$ cat config.mk
export PLATFORM = sky130hd
export DESIGN_NAME = mem_port_arbiter
export DESIGN_NICKNAME = d
export VERILOG_FILES = /design/src/rtl/mem_port_arbiter.sv
export SDC_FILE = /design/constraint.sdc
export NUM_CORES = 1
export LEC_CHECK = 0
export CAP_MARGIN = 20
export CORE_ASPECT_RATIO = 1.75
export CORE_MARGIN = 8
export CORE_UTILIZATION = 45
export CTS_CLUSTER_SIZE = 40
export DETAILED_ROUTE_END_ITERATION = 16
export PLACE_DENSITY = 0.89
export SLEW_MARGIN = 40
export SYNTH_ARGS = -nofsm -noshare
export SYNTH_HDL_FRONTEND = slang
export SYNTH_SLANG_ARGS = --single-unit
$ cat constraint.sdc
create_clock -name CLK -period 3.5 [get_ports CLK]
set_clock_uncertainty 0.15 [all_clocks]
set_input_delay 0.7 -clock CLK [delete_from_list [all_inputs] [get_ports CLK]]
set_output_delay 0.7 -clock CLK [all_outputs]
set_load 0.02 [all_outputs]
$ cat src/rtl/mem_port_arbiter.sv
// Two-port arbiter sharing one single-port memory between instruction fetch and data access.
// Define MEM_PORT_ARBITER_PERF_EN to add the saturating grant/stall performance counters.
module mem_port_arbiter #(
    parameter int ADDR_W       = 8,
    parameter int DATA_W       = 16,
    parameter int MEM_LAT      = 1,
    parameter int MAX_D_STREAK = 3
) (
    input  logic              CLK,
    input  logic              rst,
    input  logic              halt,
    input  logic              f_req,
    input  logic [ADDR_W-1:0] f_addr,
    output logic              f_ack,
    output logic [DATA_W-1:0] f_rdata,
    input  logic              d_req,
    input  logic              d_we,
    input  logic [ADDR_W-1:0] d_addr,
    input  logic [DATA_W-1:0] d_wdata,
    output logic              d_ack,
    output logic [DATA_W-1:0] d_rdata,
    output logic              mem_en,
    output logic              mem_we,
    output logic [ADDR_W-1:0] mem_addr,
    output logic [DATA_W-1:0] mem_wdata,
    input  logic [DATA_W-1:0] mem_rdata,
    output logic              idle
`ifdef MEM_PORT_ARBITER_PERF_EN
    ,
    output logic [15:0]       perf_f_grants,
    output logic [15:0]       perf_d_grants,
    output logic [15:0]       perf_f_stall
`endif
);

    localparam int                    STREAK_W   = $clog2(MAX_D_STREAK + 1);
    localparam logic [STREAK_W-1:0]   STREAK_MAX = STREAK_W'(MAX_D_STREAK);
    localparam logic [1:0]            LAT_LAST   = 2'(MEM_LAT - 1);

    typedef enum logic [1:0] {S_IDLE, S_ISSUE, S_WAIT, S_RESP} state_t;

    state_t              r_state;
    logic [1:0]          r_wait_cnt;
    logic [STREAK_W-1:0] r_d_streak;
    logic                r_gnt_d;
    logic                r_mem_we;
    logic [ADDR_W-1:0]   r_mem_addr;
    logic [DATA_W-1:0]   r_mem_wdata;
    logic [DATA_W-1:0]   r_f_rdata;
    logic [DATA_W-1:0]   r_d_rdata;

    state_t              w_next_state;
    logic                w_f_elig;
    logic                w_d_elig;
    logic                w_grant_f;
    logic                w_grant_d;
    logic                w_last_wait;
    logic [STREAK_W-1:0] w_next_streak;

    assign w_f_elig    = f_req & ~halt;
    assign w_d_elig    = d_req;
    assign w_last_wait = (r_state == S_WAIT) && (r_wait_cnt == LAT_LAST);

    // NOTE: every always_comb output gets a default first so no path leaves it unassigned (no latch).
    always_comb begin
        w_next_state  = r_state;
        w_grant_f     = 1'b0;
        w_grant_d     = 1'b0;
        w_next_streak = r_d_streak;
        case (r_state)
            S_IDLE: begin
                // Data wins ties until it has taken MAX_D_STREAK grants past a waiting fetch.
                if (w_d_elig && !(w_f_elig && (r_d_streak == STREAK_MAX))) begin
                    w_grant_d = 1'b1;
                    if (!w_f_elig)
                        w_next_streak = '0;
                    else if (r_d_streak != STREAK_MAX)
                        w_next_streak = r_d_streak + STREAK_W'(1);
                end else if (w_f_elig) begin
                    w_grant_f     = 1'b1;
                    w_next_streak = '0;
                end
                if (w_grant_f || w_grant_d)
                    w_next_state = S_ISSUE;
            end
            S_ISSUE: w_next_state = S_WAIT;
            S_WAIT:  if (w_last_wait) w_next_state = S_RESP;
            S_RESP:  w_next_state = S_IDLE;
            default: w_next_state = S_IDLE;
        endcase
    end

    // NOTE: sequential state uses non-blocking assignments so all registers update from pre-edge values.
    always_ff @(posedge CLK or negedge rst) begin
        if (!rst) begin
            r_state     <= S_IDLE;
            r_wait_cnt  <= '0;
            r_d_streak  <= '0;
            r_gnt_d     <= 1'b0;
            r_mem_we    <= 1'b0;
            r_mem_addr  <= '0;
            r_mem_wdata <= '0;
            r_f_rdata   <= '0;
            r_d_rdata   <= '0;
        end else begin
            r_state    <= w_next_state;
            r_d_streak <= w_next_streak;
            if (w_grant_f || w_grant_d) begin
                r_gnt_d    <= w_grant_d;
                r_mem_we   <= w_grant_d & d_we;
                r_mem_addr <= w_grant_d ? d_addr : f_addr;
                if (w_grant_d)
                    r_mem_wdata <= d_wdata;
            end
            if (r_state == S_ISSUE)
                r_wait_cnt <= '0;
            else if (r_state == S_WAIT)
                r_wait_cnt <= r_wait_cnt + 2'd1;
            if (w_last_wait) begin
                if (!r_gnt_d)
                    r_f_rdata <= mem_rdata;
                else if (!r_mem_we)
                    r_d_rdata <= mem_rdata;
            end
        end
    end

    assign mem_en    = (r_state == S_ISSUE);
    assign mem_we    = r_mem_we;
    assign mem_addr  = r_mem_addr;
    assign mem_wdata = r_mem_wdata;
    assign f_ack     = (r_state == S_RESP) && !r_gnt_d;
    assign d_ack     = (r_state == S_RESP) && r_gnt_d;
    assign f_rdata   = r_f_rdata;
    assign d_rdata   = r_d_rdata;
    assign idle      = (r_state == S_IDLE);

`ifdef MEM_PORT_ARBITER_PERF_EN
    logic [15:0] r_perf_f;
    logic [15:0] r_perf_d;
    logic [15:0] r_perf_stall;

    always_ff @(posedge CLK or negedge rst) begin
        if (!rst) begin
            r_perf_f     <= '0;
            r_perf_d     <= '0;
            r_perf_stall <= '0;
        end else begin
            if (w_grant_f && (r_perf_f != 16'hFFFF))
                r_perf_f <= r_perf_f + 16'd1;
            if (w_grant_d && (r_perf_d != 16'hFFFF))
                r_perf_d <= r_perf_d + 16'd1;
            if (f_req && !f_ack && (r_perf_stall != 16'hFFFF))
                r_perf_stall <= r_perf_stall + 16'd1;
        end
    end

    assign perf_f_grants = r_perf_f;
    assign perf_d_grants = r_perf_d;
    assign perf_f_stall  = r_perf_stall;
`endif

endmodule

==> summary.md, run 1 <==
| Metric | Value |
|---|---|
| Total negative slack | `0 ns` |
| Vias | `2039` |
| Final min period | `2.86 ns` |
| TritonCTS clock tree | `done` |
| Yosys warnings | `0` |
| Cells on worst reg2reg path | `5` |
| Most used routing layer | `met2` |
| Sequential fraction of the synthesis area | `56.4%` |
| Post-synthesis mux area share | `21.7%` |
| 1st-pass router iterations | `4` |
| CP Data Arrival Time | `2.01 ns` |
| Maximum vdd ir drop | `0.508 mV` |
| Compound-Gate Fraction of Synth Area | `8.33%` |
| RSZ-0062 raised after global routing | `false` |
| Pwr dens | `977 mW/mm^2` |
| Core ar. | `0.00613 sq mm` |
| Seq cells post-synth | `64` |
| Share of cells above drive strength 1 | `22.2%` |
| RR Endpoint | `mem_wdata[0]` |
| Number of diodes | `0` |
| Number of hold violations in the final report | `0` |
| Met2 Use GR | `31.1%` |
| Relative slew margins | `64.4%` |
| Cells after synthesis | `197` |
| Crit-path max FO | `14` |
| Root Buffer Master | `clkbuf_8` |
| Setup violators final | `0` |
| Initial drt markers | `80` |
| H-tree levels | `3` |
| Leak | `1.90 nW` |
| Hpwl dp | `5860 um` |
| Overflow left after global routing | `0` |
| Nets | `376` |
| Clk sinks | `64` |
| Worst setup margin | `0.641 ns` |
| Vias in the first global route | `2266` |
| Buffers on Ports | `114` |
| Remaining DRCs | `0` |
| Cell variety after synth | `35` |
| Post_cts resized | `0` |
| Clk buf depth | `2` |
| CTS Buf Count | `9` |
| Mapped Area | `0.00284 sq mm` |
| Reg clk slew, reported paths | `0.07 ns` |
| Total GRT Usage | `16.9%` |
| Fin crit share | `81.7%` |
| Ports | `115` |
| CP Class | `flip-flop to output pin` |
| Syn_area_per_cell | `14.4 sq um` |
| Via/cell ratio | `5.10` |
| Syn Nets | `257` |
| Met3 Resource Use GR | `5.56%` |
| Hold bufs inserted after CTS | `0` |
| Post-Synth XOR/XNOR Area | `0%` |
| Die footprint | `0.00921 sq mm` |
| Setup crit start kind | `flip-flop` |
| First-pass GRT wire length | `12000 um` |
| Worst Setup SP | `r_state[0]` |
| Synth Area in Adders | `2.64%` |
| Status | `finished, final reports clean` |
| R2r setup slk | `1.23 ns` |
| P&R area growth vs syn | `48.3%` |
| Largest family of logic cells by synthesized area | `multiplexers` |
| CP endpoint kind | `output pin` |
| Clk_lat worst skew | `0.33 ns` |
| Final ANT Viol Nets | `0` |
| Die H | `121 um` |
| Initial Utilization | `46.3%` |
| Max Cap Violations | `0` |
| Num rows | `38` |
| DRT Wirelength | `7580 um` |
| Initial antenna violation count | `0` |
| Post-CTS Setup Inserts | `0` |
| Worst r2r src | `r_state[0]` |
| Worst-Margin Slew | `0.534 ns` |
| Met1 GRT Util | `15.9%` |
| Worst Path Required | `2.65 ns` |
| FMAX | `0.350 GHz` |
| Crit path to | `idle` |
| Routed len/inst | `18.9 um` |
| Synth Area in Simple Gates | `6.48%` |
| Final GP Congestion | `0.786` |
| Largest net degree at the start of global routing | `25` |
| Hold Crit Class | `input port to asynchronous set/reset pin` |
| Final Max Tran Viols | `0` |
| Pre-CTS WS | `0.843 ns` |
| Die Wd | `76.0 um` |
| Util after Layout | `68.6%` |
==> sequential cells by signal (all words and copies together), names as in the netlist <==
name and cells:
mem_we 1, mem_addr 8, d_rdata 16, r_wait_cnt 2
r_gnt_d 1, mem_wdata 16, r_state 2, f_rdata 16
r_d_streak 2
==> stage by stage <==
step	hold slack, ns	instances	power, mW	cell area (sq um)
final	0.189	400	4.11	4210
after global placement	0.337	385	3.46	4020
after global routing	0.204	400	4.36	4210
after floorplan	0.254	197	2.55	2840
after detailed placement	0.342	385	3.54	4020
after CTS	0.179	400	4.17	4210
==> layer usage <==
metal  up-vias  routed length (um)
met4         0                 215
met2        61                4370
met1      1018                2600
met3        14                 391
met5         -                   0
li1        946                   -
==> final cells by class <==
cell class	count	area, sq um
fillers	435	1920
flip-flops and latches	64	1600
repair buffers	116	1150
multi-input cells	110	1110
clock buffers	11	141
well taps	80	100
inverters	15	56.3
clock inverters	4	45.0
==> cell families after synthesis <==
family | Yosys count
adders and majority gates | 6
buffers and inverters | 23
AOI/OAI and AO/OA | 33
muxes | 49
DFF | 64
and+or+nand+nor | 22
==> placed cells by master (no fill, tap or decap), types with 2 or more instances in the layout <==
| cell type | Yosys | final |
|---|---|---|
| a21o_1 | 2 | 2 |
| a221oi_1 | 8 | 8 |
| a22oi_1 | 8 | 8 |
| and3_1 | 8 | 8 |
| buf_4 | 1 | 2 |
| clkbuf_8 | 0 | 10 |
| clkdlybuf4s50_1 | 0 | 113 |
| clkinv_2 | 0 | 3 |
| dfrtp_1 | 64 | 64 |
| ha_1 | 6 | 6 |
| inv_1 | 14 | 14 |
| mux2_2 | 31 | 31 |
| mux2_4 | 17 | 17 |
| nand3b_1 | 2 | 2 |
| o21ai_0 | 10 | 10 |
==> synthesized netlist by cell type <==
cell / n / share of area (%)
dfrtp_1: 64 / 56
a32oi_1: 1 / 0.31
nand3b_4: 1 / 0.71
nor4_1: 1 / 0.22
o22a_1: 1 / 0.31
nand4b_4: 1 / 0.84
a22oi_1: 8 / 2.1
ha_1: 6 / 2.6
a221oi_1: 8 / 2.5
and3b_1: 1 / 0.31
nand2b_1: 1 / 0.22
nor2b_1: 1 / 0.22
inv_2: 1 / 0.13
nand2_1: 1 / 0.13
clkbuf_2: 1 / 0.18
mux2_1: 1 / 0.40
nor2_1: 1 / 0.13
buf_2: 3 / 0.53
o21ai_0: 10 / 1.8
buf_6: 2 / 0.79
mux2_4: 17 / 9.0
nor2_8: 1 / 0.71
and2b_1: 1 / 0.26
buf_4: 1 / 0.26
buf_12: 1 / 0.71
a32o_1: 1 / 0.35
o21ai_1: 1 / 0.18
and3_1: 8 / 1.8
a21o_1: 2 / 0.53
inv_1: 14 / 1.9
nand2_2: 1 / 0.22
mux2_2: 31 / 12
nand3b_1: 2 / 0.53
and2_1: 1 / 0.22
a22o_1: 1 / 0.31
==> worst max-delay path, stage by stage, from the launching register on <==
cell and delay (ns):
dfrtp_1 0.42, inv_1 0.10, ha_1 0.45, clkdlybuf4s50_1 0.70
==> power breakdown <==
part / leakage [nW] / internal [mW] / switching [mW] / total (mW)
sequential: 0.750 / 1.12 / 0.210 / 1.33
combinational: 1.05 / 1.15 / 1.03 / 2.18
clock: 0.0989 / 0.341 / 0.264 / 0.605
total: 1.90 / 2.61 / 1.50 / 4.11
==> how the worst min path moves through the flow <==
stage	start	end
detailed placement	r_d_streak[1]	r_d_streak[1]
finish	rst	mem_addr[6]
floorplan	rst	d_rdata[0]
global route	rst	mem_addr[3]
CTS	rst	mem_addr[3]
global placement	f_rdata[2]	f_rdata[2]
Note: power is estimated with default switching activity, not from simulation.
==> run 2: changes to the inputs <==
--- a/config.mk
+++ b/config.mk
@@ -8,10 +8,10 @@
 export CAP_MARGIN = 20
 export CORE_ASPECT_RATIO = 1.75
 export CORE_MARGIN = 8
-export CORE_UTILIZATION = 45
+export CORE_UTILIZATION = 43
 export CTS_CLUSTER_SIZE = 40
 export DETAILED_ROUTE_END_ITERATION = 16
-export PLACE_DENSITY = 0.89
+export PLACE_DENSITY = 0.86
 export SLEW_MARGIN = 40
 export SYNTH_ARGS = -nofsm -noshare
 export SYNTH_HDL_FRONTEND = slang
==> constraint.sdc (replaced) <==
create_clock -name CLK -period 2.7 [get_ports CLK]
set_clock_uncertainty 0.15 [all_clocks]
set_input_delay 0.54 -clock CLK [delete_from_list [all_inputs] [get_ports CLK]]
set_output_delay 0.54 -clock CLK [all_outputs]
set_load 0.02 [all_outputs]
==> summary.md, run 2 (synthesis gave the netlist of run 1 again) <==
| Metric | Value |
|---|---|
| Status | `finished, final reports clean` |
| Routed len/inst | `18.3 um` |
| Final ANT Viol Nets | `0` |
| Initial antenna violation count | `0` |
| Worst Setup SP | `r_state[0]` |
| Max Cap Violations | `0` |
| CP endpoint kind | `output pin` |
| Clk buf depth | `2` |
| R2r setup slk | `0.63 ns` |
| CP Data Arrival Time | `1.80 ns` |
| Total GRT Usage | `15.9%` |
| Worst r2r src | `r_state[0]` |
| Num rows | `39` |
| Vias in the first global route | `2301` |
| CTS Buf Count | `9` |
| Pwr dens | `1310 mW/mm^2` |
| Buffers on Ports | `114` |
| Pwr Total | `5.78 mW` |
| RR Endpoint | `mem_wdata[2]` |
| Crit-path max FO | `14` |
| Die Wd | `77.4 um` |
| Worst Path Required | `2.01 ns` |
| Overflow left after global routing | `0` |
| Setup crit start kind | `flip-flop` |
| Cells on worst reg2reg path | `5` |
| DP Area | `0.00405 sq mm` |
| Reg clk slew, reported paths | `0.05 ns` |
| Root Buffer Master | `clkbuf_16` |
| P&R area growth vs syn | `55.5%` |
| Final Max Tran Viols | `0` |
| First-pass GRT wire length | `11800 um` |
| Worst-Margin Slew | `0.460 ns` |
| Most frequent cells in the layout | `clkdlybuf4s50_1, dfrtp_1, mux2_2, mux2_4, inv_1` |
| Final GP Congestion | `0.808` |
| Clk sinks | `64` |
| Fin crit share | `92.3%` |
| RSZ-0062 raised after global routing | `false` |
| Initial Utilization | `44.1%` |
| 1st-pass router iterations | `4` |
| Share of cells above drive strength 1 | `23.3%` |
| Design area | `0.00441 sq mm` |
| Filler instances | `496` |
| Relative slew margins | `69.1%` |
| Hold Crit Class | `flip-flop to flip-flop` |
| Commonest non-fill, non-tap cell in the layout | `clkdlybuf4s50_1` |
| Largest net degree at the start of global routing | `35` |
| FMAX | `0.401 GHz` |
| Setup violators final | `0` |
| Total negative slack | `0 ns` |
| Maximum vdd ir drop | `0.650 mV` |
| TritonCTS clock tree | `done` |
| Ports | `115` |
| Remaining DRCs | `0` |
| Number of hold violations in the final report | `0` |
| DRT Wirelength | `7480 um` |
| Crit path to | `idle` |
| Die H | `123 um` |
| Leak | `2.00 nW` |
| Final min period | `2.49 ns` |
| Nets | `382` |
| Vias | `2101` |
| Core ar. | `0.00644 sq mm` |
| Clk_lat worst skew | `0.32 ns` |
| CP Class | `flip-flop to output pin` |
| Die footprint | `0.00956 sq mm` |
| H-tree levels | `3` |
| Hpwl dp | `5690 um` |
| Via/cell ratio | `5.15` |
| Number of diodes | `0` |
| Initial drt markers | `133` |
==> run 2: cell types whose count changed in the layout (fill, tap and decap cells not counted) <==
cell and change:
clkinv_2 -2, o21ai_2 -1, ha_1 -1, clkbuf_8 -8
buf_16 +1, ha_2 +1, dlygate4sd3_1 +1, clkbuf_16 +9
o21ai_1 +1, buf_4 +4, bufinv_16 +1
==> run 2: cell type report <==
| class | count | area [sq um] | area share (%) |
|---|---|---|---|
| Clock buffer | 12 | 256 | 5.81 |
| Tap cell | 82 | 103 | 2.32 |
| Sequential cell | 64 | 1600 | 36.3 |
| Inverter | 15 | 56.3 | 1.28 |
| Clock inverter | 3 | 65.1 | 1.47 |
| Multi-Input combinational cell | 110 | 1110 | 25.2 |
| Timing Repair Buffer | 122 | 1220 | 27.6 |
==> run 2: worst min path at each step <==
stage | slack [ns] | startpoint | cells past startpoint | end
after floorplan | 0.09 | rst | 0 | d_rdata[0]
after global placement | 0.33 | r_d_streak[1] | 1 | r_d_streak[1]
after detailed placement | 0.34 | f_rdata[9] | 1 | f_rdata[9]
after CTS | 0.15 | rst | 1 | mem_wdata[2]
after global routing | 0.36 | f_rdata[12] | 1 | f_rdata[12]
final | 0.35 | f_rdata[5] | 1 | f_rdata[5]
==> run 2: power breakdown <==
group / total, mW / internal [mW] / switching, mW
Clock: 1.23 / 0.851 / 0.380
Combinational: 2.82 / 1.51 / 1.31
Sequential: 1.73 / 1.45 / 0.275
==> run 2: layer usage <==
metal  wire [um]  part of all wire (%)  track usage [%]
met1        2550                    34             15.5
met2        4380                    59             29.0
met3         399                   5.3             3.57
met4         149                   2.0             11.3
met5           0                     0                0
==> run 2: timing repair <==
action	4_1_cts	5_1_grt
resized for setup	0	1
hold buffers	0	1
setup endpoints to repair	0	1
buffers inserted	0	0
endpoints found under the hold margin	0	8
==> run 2: per-stage QoR <==
step / util, % / worst slack, ns / hold WS (ns) / cells
final: 68.5 / 0.209 / 0.351 / 408
after global routing: 68.5 / 0.0944 / 0.363 / 408
after CTS: 67.9 / 0.0698 / 0.147 / 406
after detailed placement: 62.9 / 0.303 / 0.343 / 391
after global placement: 62.9 / 0.368 / 0.331 / 391
after floorplan: - / 0.780 / 0.0944 / 197
==> run 2: critical path: stages, from the launching register on <==
cell,delay (ns)
dfrtp_1,0.40
inv_1,0.10
ha_2,0.32
clkdlybuf4s50_1,0.65
==> run 3: changes to the inputs <==
==> constraint.sdc (replaced) <==
create_clock -name CLK -period 2.7 [get_ports CLK]
set_clock_uncertainty 0.15 [all_clocks]
set_input_delay 0.27 -clock CLK [delete_from_list [all_inputs] [get_ports CLK]]
set_output_delay 0.27 -clock CLK [all_outputs]
set_load 0.02 [all_outputs]
==> summary.md, run 3 (synthesis gave the netlist of run 1 again) <==
| Metric | Value |
|---|---|
| Post-CTS Setup Inserts | `0` |
| Worst Path Required | `2.28 ns` |
| Overflow left after global routing | `0` |
| Worst Setup SP | `r_state[0]` |
| RR Endpoint | `mem_wdata[2]` |
| Setup violators final | `0` |
| Die H | `123 um` |
| Die footprint | `0.00956 sq mm` |
| Clk buf depth | `2` |
| Commonest non-fill, non-tap cell in the layout | `clkdlybuf4s50_1` |
| Final GP Congestion | `0.866` |
| Util after Layout | `67.4%` |
| Die Wd | `77.4 um` |
| Routed len/inst | `18.5 um` |
| RSZ-0062 raised after global routing | `false` |
| Total negative slack | `0 ns` |
| Post_cts resized | `0` |
| Max Cap Violations | `0` |
| Hold Crit Class | `input port to asynchronous set/reset pin` |
| Final min period | `2.36 ns` |
| Final Max Tran Viols | `0` |
| TritonCTS clock tree | `done` |
| Number of diodes | `0` |
| Crit-path max FO | `14` |
| Worst-Margin Slew | `0.505 ns` |
| Nets | `378` |
| Met2 Use GR | `29.4%` |
| First-pass GRT wire length | `11800 um` |
| Initial antenna violation count | `0` |
| FMAX | `0.424 GHz` |
| Num rows | `39` |
| Setup crit start kind | `flip-flop` |
| CTS Buf Count | `9` |
| Root Buffer Master | `clkbuf_16` |
| Share of cells above drive strength 1 | `21.7%` |
| Reg clk slew, reported paths | `0.05 ns` |
| P&R area growth vs syn | `53.0%` |
| Filler instances | `484` |
| Status | `finished, final reports clean` |
| CP endpoint kind | `output pin` |
| Remaining DRCs | `0` |
| Cells on worst reg2reg path | `5` |
| Worst r2r src | `r_state[0]` |
| Clk_lat worst skew | `0.32 ns` |
| Ports | `115` |
| Initial drt markers | `89` |
| CP Data Arrival Time | `1.94 ns` |
| Vias | `2046` |
| DP Area | `0.00403 sq mm` |
| Vias in the first global route | `2230` |
| Fin crit share | `87.4%` |
| Largest net degree at the start of global routing | `30` |
| Hpwl dp | `5610 um` |
| Pwr dens | `1320 mW/mm^2` |
| Relative slew margins | `66.3%` |
| Number of hold violations in the final report | `0` |
| Buffers on Ports | `114` |
| Most used routing layer | `met2` |
| Most frequent cells in the layout | `clkdlybuf4s50_1, dfrtp_1, mux2_2, mux2_4, inv_1` |
| Total GRT Usage | `16.0%` |
| Worst hold slack | `0.299 ns` |
| Maximum vdd ir drop | `0.646 mV` |
| Final ANT Viol Nets | `0` |
| Initial Utilization | `44.1%` |
| Leak | `1.96 nW` |
| Pwr Total | `5.72 mW` |
| Design area | `0.00434 sq mm` |
| H-tree levels | `3` |
| R2r setup slk | `0.49 ns` |
| CP Class | `flip-flop to output pin` |
| Hold bufs inserted after CTS | `1` |
| Core ar. | `0.00644 sq mm` |
| 1st-pass router iterations | `4` |
| Clk sinks | `64` |
| Via/cell ratio | `5.06` |
| DRT Wirelength | `7470 um` |
| Met1 GRT Util | `15.3%` |
| Met3 Resource Use GR | `5.24%` |
## run 3: changes by cell type in the layout (fill, tap and decap cells not counted), sizes merged
| cell | previous run | this run |
|---|---|---|
| buf | 8 | 4 |
| clkbuf | 12 | 11 |
| clkinv | 1 | 2 |
## run 3: critical path, cell delays in order, from the launching register on
cell	delay (ns)
dfrtp_1	0.42
inv_1	0.11
ha_1	0.40
clkdlybuf4s50_1	0.69
## run 3: area by class of cell
| type | count | area (sq um) | area share (%) |
|---|---|---|---|
| Multi-Input combinational cell | 110 | 1110 | 25.6 |
| Sequential cell | 64 | 1600 | 36.9 |
| Clock buffer | 11 | 233 | 5.36 |
| Clock inverter | 4 | 70.1 | 1.61 |
| Tap cell | 82 | 103 | 2.36 |
| Timing Repair Buffer | 118 | 1170 | 26.9 |
| Inverter | 15 | 56.3 | 1.30 |
## run 3: how the worst max path moves through the flow
stage	to	slack, ns	cells past startpoint
5_1_grt	idle	0.23	3
3_3_place_gp	mem_wdata[2]	0.56	4
4_1_cts	idle	0.34	3
3_5_place_dp	mem_wdata[2]	0.50	4
6_report	idle	0.34	3
2_1_floorplan	mem_wdata[10]	0.78	6
## run 3: report_power, final
part           leakage, nW  switching [mW]  internal (mW)
clock                0.149           0.389          0.799
combinational         1.06            1.31           1.50
sequential           0.750           0.273           1.45
total                 1.96            1.97           3.75
## run 3: per-layer routing
| layer | vias up | share of wire (%) | wire length (um) |
|---|---|---|---|
| li1 | 954 | - | - |
| met1 | 1006 | 35 | 2600 |
| met2 | 71 | 56 | 4200 |
| met3 | 15 | 5.9 | 442 |
| met4 | 0 | 3.0 | 226 |
| met5 | - | 0 | 0 |
## run 3: through the flow
| step | setup slack [ns] | instances |
|---|---|---|
| finish | 0.341 | 404 |
| global route | 0.234 | 404 |
| CTS | 0.345 | 404 |
| detailed placement | 0.505 | 388 |
| global placement | 0.562 | 388 |
| floorplan | 0.780 | 197 |
